[config.mk]
export PLATFORM = sky130hd
export DESIGN_NAME = updown_seq_ctrl_flat
export DESIGN_NICKNAME = d
export VERILOG_FILES = /design/src/rtl/updown_seq_ctrl_if.sv /design/src/rtl/updown_seq_ctrl.sv /design/src/flat_wrapper.sv
export SDC_FILE = /design/constraint.sdc
export NUM_CORES = 1
export LEC_CHECK = 0
export ABC_AREA = 1
export CAP_MARGIN = 20
export CORE_MARGIN = 3
export CORE_UTILIZATION = 30
export CTS_BUF_LIST = sky130_fd_sc_hd__clkbuf_8
export DETAILED_ROUTE_END_ITERATION = 8
export SYNTH_ARGS = -nofsm -noshare
export SYNTH_HDL_FRONTEND = slang
export SYNTH_SLANG_ARGS = --single-unit
[constraint.sdc]
create_clock -name clk -period 2.4 [get_ports clk]
set_clock_uncertainty 0.05 [all_clocks]
set_input_delay 0.24 -clock clk [delete_from_list [all_inputs] [get_ports clk]]
set_output_delay 0.24 -clock clk [all_outputs]
set_load 0.005 [all_outputs]
[src/rtl/updown_seq_ctrl_if.sv]
// Bus interface for updown_seq_ctrl: run control, bounds and status.
// The master drives the run request and bounds; the slave (the counter
// controller) drives the count and status back.
interface updown_seq_ctrl_if #(
    parameter int BITS  = 4,
    parameter int TBITS = 4
);
    logic             start;
    logic             abort;
    logic             hold;
    logic [1:0]       mode;
    logic [BITS-1:0]  limit_lo;
    logic [BITS-1:0]  limit_hi;
    logic [TBITS-1:0] trips;
    logic [BITS-1:0]  Q;
    logic             dir;
    logic             busy;
    logic             done;
    logic             err;
    logic [TBITS-1:0] trip_cnt;

    modport master (
        output start, abort, hold, mode, limit_lo, limit_hi, trips,
        input  Q, dir, busy, done, err, trip_cnt
    );

    modport slave (
        input  start, abort, hold, mode, limit_lo, limit_hi, trips,
        output Q, dir, busy, done, err, trip_cnt
    );
endinterface

[src/rtl/updown_seq_ctrl.sv]
// Up/down sequence controller: counts between registered bounds in
// one-shot up, one-shot down or ping-pong mode, with hold, abort and a
// round-trip counter. Bounds, mode and trip count are captured at start
// so input changes during a run have no effect.
module updown_seq_ctrl #(
    parameter int BITS  = 4,
    parameter int TBITS = 4
) (
    input  logic             clk,
    input  logic             reset,
    updown_seq_ctrl_if.slave bus
);

    typedef enum logic [1:0] {
        S_IDLE,
        S_RUN_UP,
        S_RUN_DOWN,
        S_DONE
    } state_t;

    state_t           state_r, state_n;
    logic [BITS-1:0]  q_r, q_n;
    logic [TBITS-1:0] trip_r, trip_n;
    logic             err_r, err_n;
    logic [1:0]       mode_r, mode_n;
    logic [BITS-1:0]  lo_r, lo_n;
    logic [BITS-1:0]  hi_r, hi_n;
    logic [TBITS-1:0] trips_r, trips_n;
    logic [TBITS-1:0] trip_target;

    // trips=0 is treated as a single round trip.
    assign trip_target = (trips_r == '0) ? TBITS'(1) : trips_r;

    // State and datapath registers; asynchronous reset clears everything.
    // NOTE: sequential state uses non-blocking assignments so every register
    // samples pre-edge values, independent of statement order.
    always_ff @(posedge clk or posedge reset) begin
        if (reset) begin
            state_r <= S_IDLE;
            q_r     <= '0;
            trip_r  <= '0;
            err_r   <= 1'b0;
            mode_r  <= 2'b00;
            lo_r    <= '0;
            hi_r    <= '0;
            trips_r <= '0;
        end else begin
            state_r <= state_n;
            q_r     <= q_n;
            trip_r  <= trip_n;
            err_r   <= err_n;
            mode_r  <= mode_n;
            lo_r    <= lo_n;
            hi_r    <= hi_n;
            trips_r <= trips_n;
        end
    end

    // Next-state and next-datapath decode for the run FSM.
    always_comb begin
        // NOTE: every signal gets a default first so no path leaves it
        // unassigned, which would otherwise infer a latch.
        state_n = state_r;
        q_n     = q_r;
        trip_n  = trip_r;
        err_n   = 1'b0;
        mode_n  = mode_r;
        lo_n    = lo_r;
        hi_n    = hi_r;
        trips_n = trips_r;

        case (state_r)
            S_IDLE: begin
                if (bus.start) begin
                    if (bus.limit_lo < bus.limit_hi) begin
                        mode_n  = bus.mode;
                        lo_n    = bus.limit_lo;
                        hi_n    = bus.limit_hi;
                        trips_n = bus.trips;
                        trip_n  = '0;
                        if (bus.mode == 2'b01) begin
                            q_n     = bus.limit_hi;
                            state_n = S_RUN_DOWN;
                        end else begin
                            q_n     = bus.limit_lo;
                            state_n = S_RUN_UP;
                        end
                    end else begin
                        err_n = 1'b1;
                    end
                end
            end

            S_RUN_UP: begin
                if (bus.abort) begin
                    state_n = S_IDLE;
                end else if (!bus.hold) begin
                    if (q_r < hi_r) begin
                        q_n = q_r + 1'b1;
                    end else if (mode_r[1]) begin
                        // Ping-pong turns around without dwelling on hi.
                        q_n     = hi_r - 1'b1;
                        state_n = S_RUN_DOWN;
                    end else begin
                        state_n = S_DONE;
                    end
                end
            end

            S_RUN_DOWN: begin
                if (bus.abort) begin
                    state_n = S_IDLE;
                end else if (!bus.hold) begin
                    if (q_r > lo_r) begin
                        q_n = q_r - 1'b1;
                    end else if (mode_r[1]) begin
                        // Reaching lo completes one round trip.
                        trip_n = trip_r + 1'b1;
                        if (trip_n == trip_target) begin
                            state_n = S_DONE;
                        end else begin
                            q_n     = lo_r + 1'b1;
                            state_n = S_RUN_UP;
                        end
                    end else begin
                        state_n = S_DONE;
                    end
                end
            end

            S_DONE: begin
                state_n = S_IDLE;
            end

            default: begin
                state_n = S_IDLE;
            end
        endcase
    end

    // Outputs are registers or direct state decodes.
    assign bus.Q        = q_r;
    assign bus.trip_cnt = trip_r;
    assign bus.err      = err_r;
    assign bus.dir      = (state_r == S_RUN_UP);
    assign bus.busy     = (state_r == S_RUN_UP) || (state_r == S_RUN_DOWN);
    assign bus.done     = (state_r == S_DONE);

endmodule
[src/flat_wrapper.sv]
// flat-port wrapper written by rule: the top's interface ports become plain ports
module updown_seq_ctrl_flat 
#(
    parameter int BITS  = 4,
    parameter int TBITS = 4
)
  (clk, reset, bus_start, bus_abort, bus_hold, bus_mode, bus_limit_lo, bus_limit_hi, bus_trips, bus_Q, bus_dir, bus_busy, bus_done, bus_err, bus_trip_cnt);
  updown_seq_ctrl_if #(.BITS(BITS), .TBITS(TBITS)) bus_i ();
  input  logic clk;
  input  logic reset;
  input wire logic [$bits(bus_i.start)-1:0] bus_start;
  input wire logic [$bits(bus_i.abort)-1:0] bus_abort;
  input wire logic [$bits(bus_i.hold)-1:0] bus_hold;
  input wire logic [$bits(bus_i.mode)-1:0] bus_mode;
  input wire logic [$bits(bus_i.limit_lo)-1:0] bus_limit_lo;
  input wire logic [$bits(bus_i.limit_hi)-1:0] bus_limit_hi;
  input wire logic [$bits(bus_i.trips)-1:0] bus_trips;
  output wire logic [$bits(bus_i.Q)-1:0] bus_Q;
  output wire logic [$bits(bus_i.dir)-1:0] bus_dir;
  output wire logic [$bits(bus_i.busy)-1:0] bus_busy;
  output wire logic [$bits(bus_i.done)-1:0] bus_done;
  output wire logic [$bits(bus_i.err)-1:0] bus_err;
  output wire logic [$bits(bus_i.trip_cnt)-1:0] bus_trip_cnt;
  assign bus_i.start = bus_start;
  assign bus_i.abort = bus_abort;
  assign bus_i.hold = bus_hold;
  assign bus_i.mode = bus_mode;
  assign bus_i.limit_lo = bus_limit_lo;
  assign bus_i.limit_hi = bus_limit_hi;
  assign bus_i.trips = bus_trips;
  assign bus_Q = bus_i.Q;
  assign bus_dir = bus_i.dir;
  assign bus_busy = bus_i.busy;
  assign bus_done = bus_i.done;
  assign bus_err = bus_i.err;
  assign bus_trip_cnt = bus_i.trip_cnt;
  updown_seq_ctrl #(.BITS(BITS), .TBITS(TBITS)) u_core (.clk(clk), .reset(reset), .bus(bus_i));
endmodule
==> flow_summary.json <==
{
  "status": "finished, final reports clean",
  "grt_max_degree": 25,
  "maxSlewViolCount": 0,
  "crit_path_max_fanout": 6,
  "tightestPinTransition_ns": 0.467,
  "clkPwrFrac": 0.091,
  "fin_crit_sh": 0.835,
  "leakage_nw": 1.26,
  "max_stage_delay_ns": 0.54,
  "drtIter0Drc": 73,
  "ctsHoldBuffers": 0,
  "multi_input_area_mm2": 0.00118,
  "p_seq_frac": 0.232,
  "critPathKind": "reg -> out",
  "ir_worst_vdd_mv": 0.622,
  "cap_violations": 0,
  "grt_use_total": 0.133,
  "yosysTopAreaCell": "dfrtp_1",
  "die_area_mm2": 0.00761,
  "antenna_found_initial": 0,
  "numCtsBuffers": 3,
  "finish.utilization": 0.400,
  "via_count": 1872,
  "io_pins": 31,
  "synth_most_common_cell": "nand2_1",
  "totalWireLength_um": 4590,
  "critPathRequiredTime_ns": 2.11,
  "period_minus_slack_ns": 2.00,
  "postCtsSetupRepairBufs": 0,
  "core_mm2": 0.00617,
  "yosys-top-cells-area": "dfrtp_1 30%, nand2_1 20%, ha_1 12%",
  "clockRootBuffer": "clkbuf_8",
  "ys.flop_type": "dfrtp_1",
  "setup_viol": 0,
  "worst_r2r_path_depth": 10,
  "wl_per_cell_um": 11.3,
  "holdWs_ns": 0.271,
  "maxSlewHeadroom": 0.688,
  "synth-seq-cells": 24,
  "cts_tree": "yes",
  "io_buffers": 30,
  "synth.yosys.warnings": 0,
  "pwr-share-comb": 0.677,
  "placedInstanceArea_mm2": 0.00241,
  "dp_slack_ns": 0.279,
  "antenna-diode-count": 0,
  "final_area_mm2": 0.00247,
  "synth_edf_count": 0,
  "nFillCells": 645,
  "ant_nets": 0,
  "first_pass_iters": 6,
  "grt_first_pass_wirelength_um": 8030,
  "place.gp.congestion": 0.865,
  "crit_arrival_ns": 1.71,
  "dpl.hpwl_um": 3680,
  "synth.avg_cell_area_um2": 6.71,
  "synth_common_cells": "105 x nand2_1, 47 x inv_1, 30 x nand3_1",
  "fmax_ghz": 0.499,
  "fp.dieH_um": 87.2,
  "switching_share": 0.487,
  "end_kind": "output pin",
  "cp.depth": 3,
  "synth_cell_types": 24,
  "worstSkewPairLatency_ns": 0.27,
  "p_int_mw": 1.60,
  "startpoint_type": "register",
  "power_density_mw_per_mm2": 1270,
  "rsz0062_at_grt": "false",
  "cpLargestDelayFamily": "buffers and inverters",
  "slowest_stage": "clkdlybuf4s50_1",
  "yosysSeqAreaShare": 0.303,
  "hp-class": "in -> async",
  "final_layout_size_suffix_gt1_frac": 0.0755,
  "htreeDepth": 1,
  "crit_buf_inv": 2,
  "grt_pass1_vias": 1795,
  "area_delta_synth_final_pct": 24.7,
  "gr-total-overflow": 0,
  "clk_pin_slew_ns": 0.09,
  "setup_ws_ns": 0.397,
  "die_w_um": 87.2,
  "async_flop_share": 1.00,
  "seqCellArea_um2": 601,
  "cp_cell_sequence": "inv_1 > ha_1 > clkdlybuf4s50_1",
  "finalHoldViolCount": 0,
  "p_sw_mw": 1.52,
  "via_per_inst": 4.61,
  "rows": 28,
  "syn-cell-area_mm2": 0.00198,
  "synth_fp_nets": 333,
  "synth_top_area_frac": 0.303,
  "ctsResizeCount": 0,
  "clockBufferDepth": 2,
  "synthCells": 295,
  "post-route-drc-count": 0,
  "start_util": 0.321,
  "fin_nets": 370,
  "tns_ns": 0,
  "cts.sinks": 24
}
==> power by group through the flow <==
stage | registers [mW] | logic, mW | clock network [mW]
detailed placement | 0.731 | 2.15 | 0
finish | 0.724 | 2.12 | 0.283
global placement | 0.730 | 2.12 | 0
floorplan | 0.729 | 1.54 | 0
CTS | 0.723 | 2.16 | 0.294
global route | 0.751 | 2.46 | 0.314
==> sequential cells by signal, indices dropped and copies added (netlist names) <==
signal / flops
u_core.mode_r: 1
u_core.trips_r: 4
u_core.state_r: 2
u_core.bus.trip_cnt: 4
u_core.bus.Q: 4
u_core.bus.err: 1
u_core.lo_r: 4
u_core.hi_r: 4
==> per-layer routing <==
layer / part of all wire / track usage / vias to the layer above
li1: - / - / 1004
met1: 0.51 / 0.180 / 829
met2: 0.43 / 0.217 / 33
met3: 0.040 / 0.0265 / 6
met4: 0.014 / 0.0349 / 0
met5: 0 / 0 / -
==> path summary, 6_finish.rpt <==
| path | from | to | slack (ns) |
|---|---|---|---|
| max | u_core.state_r[0] | bus_busy | 0.40 |
| min | reset | u_core.bus.Q[2] | 0.27 |
| max reg2reg | u_core.lo_r[3] | u_core.bus.trip_cnt[3] | 0.44 |
| min reg2reg | u_core.bus.trip_cnt[3] | u_core.bus.trip_cnt[3] | 0.50 |
| max in group asynchronous | reset | u_core.bus.trip_cnt[2] | 1.78 |
| min in group clk | u_core.bus.trip_cnt[3] | u_core.bus.trip_cnt[3] | 0.50 |
==> stage by stage <==
| step | power, mW | cells |
|---|---|---|
| floorplan | 2.27 | 295 |
| global placement | 2.85 | 402 |
| detailed placement | 2.88 | 402 |
| CTS | 3.17 | 406 |
| global route | 3.53 | 406 |
| finish | 3.12 | 406 |
==> final cells by class <==
| type | count | share of cell area |
|---|---|---|
| sequential | 24 | 0.243 |
| multi-input combinational | 218 | 0.477 |
| clock buffer | 4 | 0.0223 |
| inverter | 49 | 0.0745 |
| timing repair buffer | 36 | 0.145 |
| tap | 75 | 0.0380 |
==> placed cells by master (no fill, tap or decap), types with 4 or more instances in the layout <==
master | netlist | layout
nand2_1 | 105 | 105
inv_1 | 47 | 47
nand3_1 | 30 | 30
clkdlybuf4s50_1 | 0 | 30
dfrtp_1 | 24 | 24
ha_1 | 19 | 19
o21ai_0 | 14 | 14
nor2_1 | 10 | 10
a21oi_1 | 8 | 8
nand2_2 | 6 | 6
buf_4 | 0 | 5
o211ai_1 | 4 | 4
xnor2_1 | 4 | 4
clkbuf_8 | 0 | 4
==> worst reg2reg max path: stages (launching register included) <==
cell and delay [ns]:
dfrtp_1 0.38, inv_1 0.06, ha_1 0.29, a21oi_1 0.17
nand2_1 0.15, nand2_2 0.15, nand2_1 0.10, o22ai_1 0.13
nand2_1 0.19, nand2_1 0.09, o21ai_0 0.07
==> cells by family (layout without fill, tap and decap cells) <==
family / Yosys count / after routing / share of synthesized area
AO/OA/AOI/OAI: 33 / 33 / 0.0967
XOR/XNOR: 6 / 6 / 0.0265
adder cells (fa/ha/maj): 19 / 19 / 0.120
buffers and inverters: 53 / 89 / 0.102
flip-flops: 24 / 24 / 0.303
AND/OR/NAND/NOR: 160 / 160 / 0.351
(Power assumes the default switching activity.)
